[src/rtl/pulse_ctrl_pkg.sv]
// rtl/pulse_ctrl_pkg.sv - shared state encoding and default widths for the pulse burst controller
package pulse_ctrl_pkg;

    localparam int CNT_W_DEF   = 16;
    localparam int BURST_W_DEF = 8;

    typedef logic [1:0] state_t;

    localparam state_t ST_IDLE = 2'd0;
    localparam state_t ST_HIGH = 2'd1;
    localparam state_t ST_LOW  = 2'd2;
    localparam state_t ST_DONE = 2'd3;

endpackage

[src/rtl/pulse_timer.sv]
// rtl/pulse_timer.sv - loadable down-counter; tc flags the last cycle of a loaded interval
module pulse_timer #(
    parameter int CNT_W = 16
) (
    input  logic             i_clk,
    input  logic             i_rst,
    input  logic             load,
    input  logic [CNT_W-1:0] load_val,
    output logic             tc
);

    logic [CNT_W-1:0] cnt_q;

    // A load of N yields exactly N cycles, tc asserted in the final one; stops at zero.
    always_ff @(posedge i_clk or negedge i_rst) begin
        if (!i_rst) begin
            cnt_q <= '0;
        end else if (load) begin
            cnt_q <= load_val;
        end else if (cnt_q != '0) begin
            cnt_q <= cnt_q - CNT_W'(1);
        end
    end

    assign tc = (cnt_q == CNT_W'(1));

endmodule

[src/rtl/pulse_burst_controller.sv]
// rtl/pulse_burst_controller.sv - burst pulse generator FSM; optional o_sent via PULSE_BURST_CNT_EN
module pulse_burst_controller
    import pulse_ctrl_pkg::*;
#(
    parameter int CNT_W   = CNT_W_DEF,
    parameter int BURST_W = BURST_W_DEF
) (
    input  logic               i_clk,
    input  logic               i_rst,
    input  logic               i_start,
    input  logic               i_abort,
    input  logic [CNT_W-1:0]   i_duration,
    input  logic [CNT_W-1:0]   i_period,
    input  logic [BURST_W-1:0] i_count,
    output logic               o_pulse,
    output logic               o_busy,
    output logic               o_done,
    output logic               o_err
`ifdef PULSE_BURST_CNT_EN
    ,
    output logic [BURST_W-1:0] o_sent
`endif
);

    state_t             state_q;
    state_t             state_d;
    logic [CNT_W-1:0]   dur_q;
    logic [CNT_W-1:0]   per_q;
    logic [BURST_W-1:0] rem_q;
    logic               tmr_load;
    logic [CNT_W-1:0]   tmr_val;
    logic               tc;
    logic               cfg_legal;
    logic               accept;
    logic               reject;
    logic               abort_hit;

    assign cfg_legal = (i_duration != '0) && (i_period > i_duration) && (i_count != '0);
    assign abort_hit = i_abort && (state_q != ST_IDLE);

    always_comb begin
        state_d  = state_q;
        tmr_load = 1'b0;
        tmr_val  = '0;
        accept   = 1'b0;
        reject   = 1'b0;
        case (state_q)
            ST_IDLE: begin
                if (i_start && !i_abort) begin
                    if (cfg_legal) begin
                        accept   = 1'b1;
                        state_d  = ST_HIGH;
                        tmr_load = 1'b1;
                        tmr_val  = i_duration;
                    end else begin
                        reject = 1'b1;
                    end
                end
            end
            ST_HIGH: begin
                if (tc) begin
                    state_d  = ST_LOW;
                    tmr_load = 1'b1;
                    tmr_val  = per_q - dur_q;
                end
            end
            ST_LOW: begin
                if (tc) begin
                    if (rem_q > BURST_W'(1)) begin
                        state_d  = ST_HIGH;
                        tmr_load = 1'b1;
                        tmr_val  = dur_q;
                    end else begin
                        state_d = ST_DONE;
                    end
                end
            end
            default: state_d = ST_IDLE;
        endcase
        if (abort_hit) begin
            state_d  = ST_IDLE;
            tmr_load = 1'b1;
            tmr_val  = '0;
        end
    end

    pulse_timer #(.CNT_W(CNT_W)) u_timer (
        .i_clk    (i_clk),
        .i_rst    (i_rst),
        .load     (tmr_load),
        .load_val (tmr_val),
        .tc       (tc)
    );

    always_ff @(posedge i_clk or negedge i_rst) begin
        if (!i_rst) begin
            state_q <= ST_IDLE;
            dur_q   <= '0;
            per_q   <= '0;
            rem_q   <= '0;
        end else begin
            state_q <= state_d;
            if (accept) begin
                dur_q <= i_duration;
                per_q <= i_period;
                rem_q <= i_count;
            end else if (state_q == ST_LOW && tc && !abort_hit && rem_q > BURST_W'(1)) begin
                rem_q <= rem_q - BURST_W'(1);
            end
        end
    end

    // Outputs are a registered decode of the state, so they trail it by one cycle;
    // an abort clears them on the same edge that returns the FSM to IDLE.
    always_ff @(posedge i_clk or negedge i_rst) begin
        if (!i_rst) begin
            o_pulse <= 1'b0;
            o_busy  <= 1'b0;
            o_done  <= 1'b0;
            o_err   <= 1'b0;
        end else begin
            o_pulse <= !abort_hit && (state_q == ST_HIGH);
            o_busy  <= !abort_hit && (state_q != ST_IDLE);
            o_done  <= !abort_hit && (state_q == ST_DONE);
            o_err   <= reject;
        end
    end

`ifdef PULSE_BURST_CNT_EN
    always_ff @(posedge i_clk or negedge i_rst) begin
        if (!i_rst) begin
            o_sent <= '0;
        end else if (accept) begin
            o_sent <= '0;
        end else if (state_q == ST_HIGH && tc && !abort_hit) begin
            o_sent <= o_sent + BURST_W'(1);
        end
    end
`endif

endmodule
[config.mk]
export PLATFORM = sky130hd
export DESIGN_NAME = pulse_burst_controller
export DESIGN_NICKNAME = d
export VERILOG_FILES = /design/src/rtl/pulse_ctrl_pkg.sv /design/src/rtl/pulse_timer.sv /design/src/rtl/pulse_burst_controller.sv
export SDC_FILE = /design/constraint.sdc
export NUM_CORES = 1
export LEC_CHECK = 0
export BUFFER_PORTS_ARGS = -buffer_cell sky130_fd_sc_hd__buf_2
export CAP_MARGIN = 20
export CORE_ASPECT_RATIO = 1.25
export CORE_MARGIN = 1.5
export CORE_UTILIZATION = 60
export DETAILED_ROUTE_END_ITERATION = 16
export MAX_ROUTING_LAYER = met4
export PLACE_DENSITY = 0.81
export SETUP_SLACK_MARGIN = 0.4
export SLEW_MARGIN = 30
export SYNTH_ARGS = -nofsm -noshare
export SYNTH_HDL_FRONTEND = slang
export SYNTH_HIERARCHICAL = 1
export SYNTH_SLANG_ARGS = --single-unit
[constraint.sdc]
create_clock -name i_clk -period 3.6 [get_ports i_clk]
set_clock_uncertainty 0.2 [all_clocks]
set_input_delay 0.18 -clock i_clk [delete_from_list [all_inputs] [get_ports i_clk]]
set_output_delay 0.18 -clock i_clk [all_outputs]
set_load 0.05 [all_outputs]
# Word level (Yosys, flattened, before mapping)
# Cells that the tools add are included.
[word_totals]
register_bits = 62
in_bits = 44
out_inout_bits = 4
[op_classes]
add_sub_neg = 3
order_cmp = 2
eq_ne = 8
muxes = 29
n_reduce_logical = 20
[op_table]
columns = ["operator", "n"]
rows = [
  ["16-bit two-way mux", 8],
  ["16-bit one-hot mux with 3 select lines", 1],
  ["16-bit nonzero test", 2],
  ["16-bit by 1-bit equality test with 1-bit output, second input constant", 1],
  ["16-bit greater-than comparator", 1],
  ["8-bit two-way mux", 2],
  ["16-bit by 1-bit subtractor with 16-bit output, second input constant", 1],
  ["16-bit subtractor", 1],
  ["2-bit two-way mux", 6],
  ["3-bit inequality test, second input constant", 4],
  ["1-bit logical AND", 10],
  ["1-bit two-way mux", 10],
  ["8-bit by 1-bit greater-than comparator with 1-bit output, second input constant", 1],
  ["8-bit nonzero test", 1],
  ["8-bit by 1-bit subtractor with 8-bit output, second input constant", 1],
  ["2-bit one-hot mux with 3 select lines", 1],
  ["2-bit nonzero test", 3],
  ["2-bit equality test, second input constant", 2],
  ["4-bit AND reduction", 1],
  ["1-bit one-hot mux with 3 select lines", 1],
  ["2-bit by 1-bit equality test with 1-bit output, second input constant", 1],
  ["1-bit zero test", 2],
  ["2-bit zero test", 1],
]

# Depth between registers and ports, before layout
[logic_depth]
ltp_word = 8
depth_mapped = 12

# Hierarchy
# The synthesis kept the hierarchy.
[by_module_without_submodules]
columns = ["module", "n_inst", "cells_per_inst", "area_each_um2", "seq_area_each_um2"]
rows = [
  ["pulse_burst_controller", 1, 397, 3540.9, 1151.1],
  ["pulse_timer", 1, 119, 1053.5, 400.4],
]

# Least setup slack after synthesis
# OpenSTA, ideal clock, no wires.
[synth_timing]
path_type = "flip-flop to flip-flop"
startpoint = "register u_timer.cnt_q[11]"
endpoint = "register u_timer.cnt_q[10]"
setup_ns = 0.066
arrival_ns = 2.594
required_time_ns = 3.334
slack_ns = 0.740
stages_incl_launch_ff = 11
period_less_slack_ns = 2.860
cell_sequence = "dfrtp_1 -> or3_1 -> nor4_1 -> and4_1 -> nand2_1 -> a311oi_4 -> clkbuf_1 -> nand2_1 -> a31oi_1 -> nand2b_1 -> o31a_1"
[synth_between]
elab_chain_len = 5
word_cells_on_any_way = 12
cone_classes = "eq/ne (1); mux (9); reduce/logical (2)"
[synth_lines]
columns = ["item", "line", "text"]
rows = [
  ["from (decl)", "pulse_timer.sv:12", "logic [CNT_W-1:0] cnt_q;"],
  ["from (signal assigned)", "pulse_timer.sv:19", "cnt_q <= load_val;"],
  ["from (signal assigned)", "pulse_timer.sv:21", "cnt_q <= cnt_q - CNT_W'(1);"],
  ["16-bit by 1-bit equality test with 1-bit output *", "pulse_timer.sv:25", "assign tc = (cnt_q == CNT_W'(1));"],
  ["net tc", "pulse_burst_controller.sv:32", "logic tc;"],
  ["16-bit two-way mux, on equally long branches", "pulse_burst_controller.sv:68, pulse_burst_controller.sv:61", ""],
  ["16-bit one-hot mux with 3 select lines *", "pulse_burst_controller.sv:47", "case (state_q)"],
  ["16-bit two-way mux *", "pulse_burst_controller.sv:80", "if (abort_hit) begin"],
  ["net tmr_val[10]", "pulse_burst_controller.sv:31", "logic [CNT_W-1:0] tmr_val;"],
  ["16-bit two-way mux *", "pulse_timer.sv:18", "end else if (load) begin"],
]
# The timed path passes the listed nets; every way through them passes the cells marked *.
# A chain may end at the register's enable or synchronous reset.

# Worst setup path in the final report
[layout_timing]
startpoint = "register u_timer.cnt_q[11]"
endpoint = "register rem_q[6]"
[layout_between]
elab_chain_len = 5
[layout_lines]
columns = ["item", "line", "text"]
rows = [
  ["16-bit by 1-bit equality test with 1-bit output", "pulse_timer.sv:25", ""],
  ["net tc", "pulse_burst_controller.sv:32", ""],
  ["1-bit logical AND (3 in a row)", "pulse_burst_controller.sv:107", "end else if (state_q == ST_LOW && tc && !abort_hit && rem_q > BURST_W'(1)) begin"],
  ["2-bit nonzero test (no source line)", "--", ""],
  ["to (signal assigned)", "pulse_burst_controller.sv:106", "rem_q <= i_count;"],
  ["to (signal assigned)", "pulse_burst_controller.sv:108", "rem_q <= rem_q - BURST_W'(1);"],
  ["to (decl)", "pulse_burst_controller.sv:29", "logic [BURST_W-1:0] rem_q;"],
]
# The timed path passes the listed nets, and every way through them passes these cells.

==> metrics.yaml <==
grt_util_all_layers_pct: 34.4
layout-area-overhead-vs-synth_pct: 22.4
r2r_start: "u_timer/cnt_q[11]$_DFFE_PN0P_"
cts.clk_slew.worst_paths_ns: 0.09
ant_nets: 0
timing.reg2reg.setup_slack_ns: 0.54
antenna-diode-count: 0
vias: 4383
port-buffer-count: 47
syn_area_per_cell_um2: 8.90
overflow: 0
ys_types: 76
cts_sinks: 62
flops_latches_synth: 62
rsz0062_at_grt: "false"
report.final.slew_viol_count: 0
detail_route.iter0.violations: 377
ioPinCount: 48
setup_tns_ns: 0
tritoncts: "yes"
die_w_um: 81.3
critPathMaxStageDelay_ns: 0.46
fin_worst_hold_slack_ns: 0.0339
clock_latency_ns: 0.36
path_delay_family: "simple AND/OR/NAND/NOR gates"
die_h_um: 101
final.period_utilization_pct: 85.1
synthesis.instances: 516
wirelength_um: 13000
grt_antenna_before_repair: 0
first_global_vias: 4288
clock.fmax_mhz: 326
critical_path_cell_count: 10
finalWeightedCongestion: 0.943
critPathLaunchType: "flip-flop"
hold_start: "i_duration[12]"
setup-violations-final: 0
synth-warning-count: 6
critPathSlowestCell: "dfrtp_1"
synthesized_cell_area_mm2: 0.00459
static-leakage-power_nw: 2.51
route.detailed.drc: 0
drt-vias-per-instance: 6.22
synth_enable_flop_cells: 0
power-per-cell-area_mw_per_mm2: 639
drt-pass1-iter-count: 5
crit_arrival_ns: 3.15
min_delay_worst_endpoint: "dur_q[12]$_DFFE_PN0P_"
worst-slew-pin-transition_ns: 0.750
share_of_the_synthesized_area_in_the_top_cell_type_pct: 33.8
worstSetupEndpointType: "flip-flop"
vdd_drop_max_mv: 0.392
ordered_cell_list_for_the_critical_path: "or3_4, nor4_2, and4_4, nand2_1, a311oi_4, buf_6, and2b_2, nand4_1, xor2_1, o21ai_1"
r2r-end: "rem_q[6]$_DFFE_PN0P_"
placement_rows: 35
critical_path.max_fanout: 18
outcome: "finished, final reports clean"
post_route_cells_drive_above_1_share_pct: 16.5
dieArea_mm2: 0.00819
async_flop_share_pct: 100
max_cap_viol: 0
place.detailed.hpwl_um: 9000
starting_utilization_of_the_core_area_pct: 62.1
yosysTopAreaCell: "dfrtp_1"
postSynthNetCount: 596
relative_slew_slack_pct: 50.0
root_buffer: "clkbuf_8"
grt_pass1_wl_um: 20700
synth.top_cells.by_area: "dfrtp_1, ha_1, nand2_1"
placeableCoreArea_mm2: 0.00740
detailedPlace.worstSlack_ns: 0.359
pin_count_of_the_biggest_net_entering_global_routing: 46
critPathBufInv: 1
wl_per_cell_um: 18.4
hold_viol: 0
post-route-worst-setup-slack_ns: 0.537
hold_class: "input port to flip-flop"
nets: 688
clock_tree.buffer_depth: 2
count_of_cells_along_the_worst_register_to_register_path: 10
layout_min_cycle_time_ns: 3.06
worst_setup_path_type: "flip-flop to flip-flop"
hold_depth: 3
required_time_at_the_worst_slack_endpoint_ns: 3.68
cts_max_level: 3
synth.yosys.seq_area_share_pct: 33.8
yosys_most_used_dff: "dfrtp_1"
cts_made_buffers: 9
[power breakdown]
part / switching [mW] / internal [mW] / total, mW / leakage (nW)
Clock: 0.313 / 0.322 / 0.634 / 0.0996
Sequential: 0.216 / 0.928 / 1.14 / 0.765
Combinational: 1.03 / 0.785 / 1.82 / 1.65
[worst register-to-register path: stages, from the launching register on]
cell and delay (ns):
dfrtp_1 0.46, or3_4 0.46, nor4_2 0.27, and4_4 0.32
nand2_1 0.10, a311oi_4 0.29, buf_6 0.24, and2b_2 0.25
nand4_1 0.13, xor2_1 0.16, o21ai_1 0.13
[Yosys cell counts (5+ instances only)]
| cell type | count |
|---|---|
| nand4_1 | 8 |
| nand2_1 | 52 |
| nor3_1 | 8 |
| xor2_1 | 10 |
| o31ai_1 | 5 |
| nand3_1 | 19 |
| nor2_1 | 32 |
| ha_1 | 35 |
| a21o_1 | 9 |
| mux2_1 | 15 |
| inv_1 | 41 |
| and3_1 | 7 |
| dfrtp_1 | 62 |
| nand2b_1 | 5 |
| nor4_1 | 8 |
| xnor2_1 | 9 |
| a22oi_1 | 6 |
| o21ai_0 | 35 |
| a21oi_1 | 33 |
| clkbuf_1 | 10 |
| o21ai_1 | 5 |
| a31oi_1 | 8 |
[cells in the final DEF (no fill, tap or decap), types with 5 or more instances in the layout]
master | netlist | routed
dfrtp_1 | 62 | 62
nand2_1 | 52 | 52
buf_2 | 4 | 46
inv_1 | 41 | 41
dlygate4sd3_1 | 0 | 40
ha_1 | 35 | 35
o21ai_0 | 35 | 34
a21oi_1 | 33 | 33
nor2_1 | 32 | 32
nand3_1 | 19 | 18
mux2_1 | 15 | 15
xor2_1 | 10 | 10
buf_4 | 0 | 10
xnor2_1 | 9 | 9
a21o_1 | 9 | 9
clkbuf_8 | 0 | 9
nor3_1 | 8 | 8
nand4_1 | 8 | 8
a31oi_1 | 8 | 8
and3_1 | 7 | 7
nor4_1 | 8 | 6
a22oi_1 | 6 | 6
o21ai_1 | 5 | 6
o31ai_1 | 5 | 5
nand2b_1 | 5 | 5
[layer usage]
metal | GRT usage (%) | wire length [um] | share of wire [%] | vias up
met5 | - | 0 | 0 | -
met4 | 15.6 | 424 | 3.3 | 0
met3 | 3.53 | 842 | 6.5 | 37
met2 | 55.7 | 6410 | 49 | 227
met1 | 43.0 | 5280 | 41 | 2051
li1 | - | - | - | 2068
[kinds of logic after synthesis]
kind of cell	share of synthesized area, %
fa+ha+maj	10.2
simple gates	19.3
flops	33.8
buf+inv	5.66
mux	4.79
xor+xnor	3.62
compound gates	22.6
[how the worst max path moves through the flow]
stage | to | from | slack, ns
floorplan | u_timer/cnt_q[10]$_DFFE_PN0P_ | u_timer/cnt_q[11]$_DFFE_PN0P_ | 0.74
global placement | rem_q[6]$_DFFE_PN0P_ | u_timer/cnt_q[11]$_DFFE_PN0P_ | 0.53
detailed placement | rem_q[6]$_DFFE_PN0P_ | u_timer/cnt_q[11]$_DFFE_PN0P_ | 0.36
CTS | u_timer/cnt_q[0]$_DFFE_PN0P_ | i_duration[3] | 0.42
global route | u_timer/cnt_q[15]$_DFFE_PN0P_ | i_duration[2] | 0.40
finish | rem_q[6]$_DFFE_PN0P_ | u_timer/cnt_q[11]$_DFFE_PN0P_ | 0.54
[layout make-up]
cell class,count,area [um2]
clock buffers,9,124
clock inverters,7,73.8
fillers,520,1780
multi-input cells,394,2850
repair buffers,99,748
well taps,92,115
inverters,42,158
flip-flops and latches,62,1550
[metrics by stage]
stage	utilization, %	cells	cell area [um2]	total power [mW]
2_1_floorplan	-	516	4590	2.44
3_3_place_gp	66.4	645	4910	2.78
3_5_place_dp	66.4	645	4920	2.84
4_1_cts	74.6	701	5520	3.52
5_1_grt	76.0	705	5620	3.84
6_report	76.0	705	5620	3.59
[timing repair]
item / CTS / global route
resized for setup: 2 / 12
buffers inserted: 0 / 4
hold buffers: 40 / 0
hold endpoints to repair: 85 / 0
endpoints found under the setup margin: 4 / 16
pin swaps: 0 / 3
[state kept, by name, summed over array words and instances (netlist names)]
signal and count:
dur_q 16, o_busy 1, o_done 1, o_err 1
o_pulse 1, per_q 16, rem_q 8, state_q 2
u_timer/cnt_q 16
No activity file was read; power rests on OpenSTA's default activity.
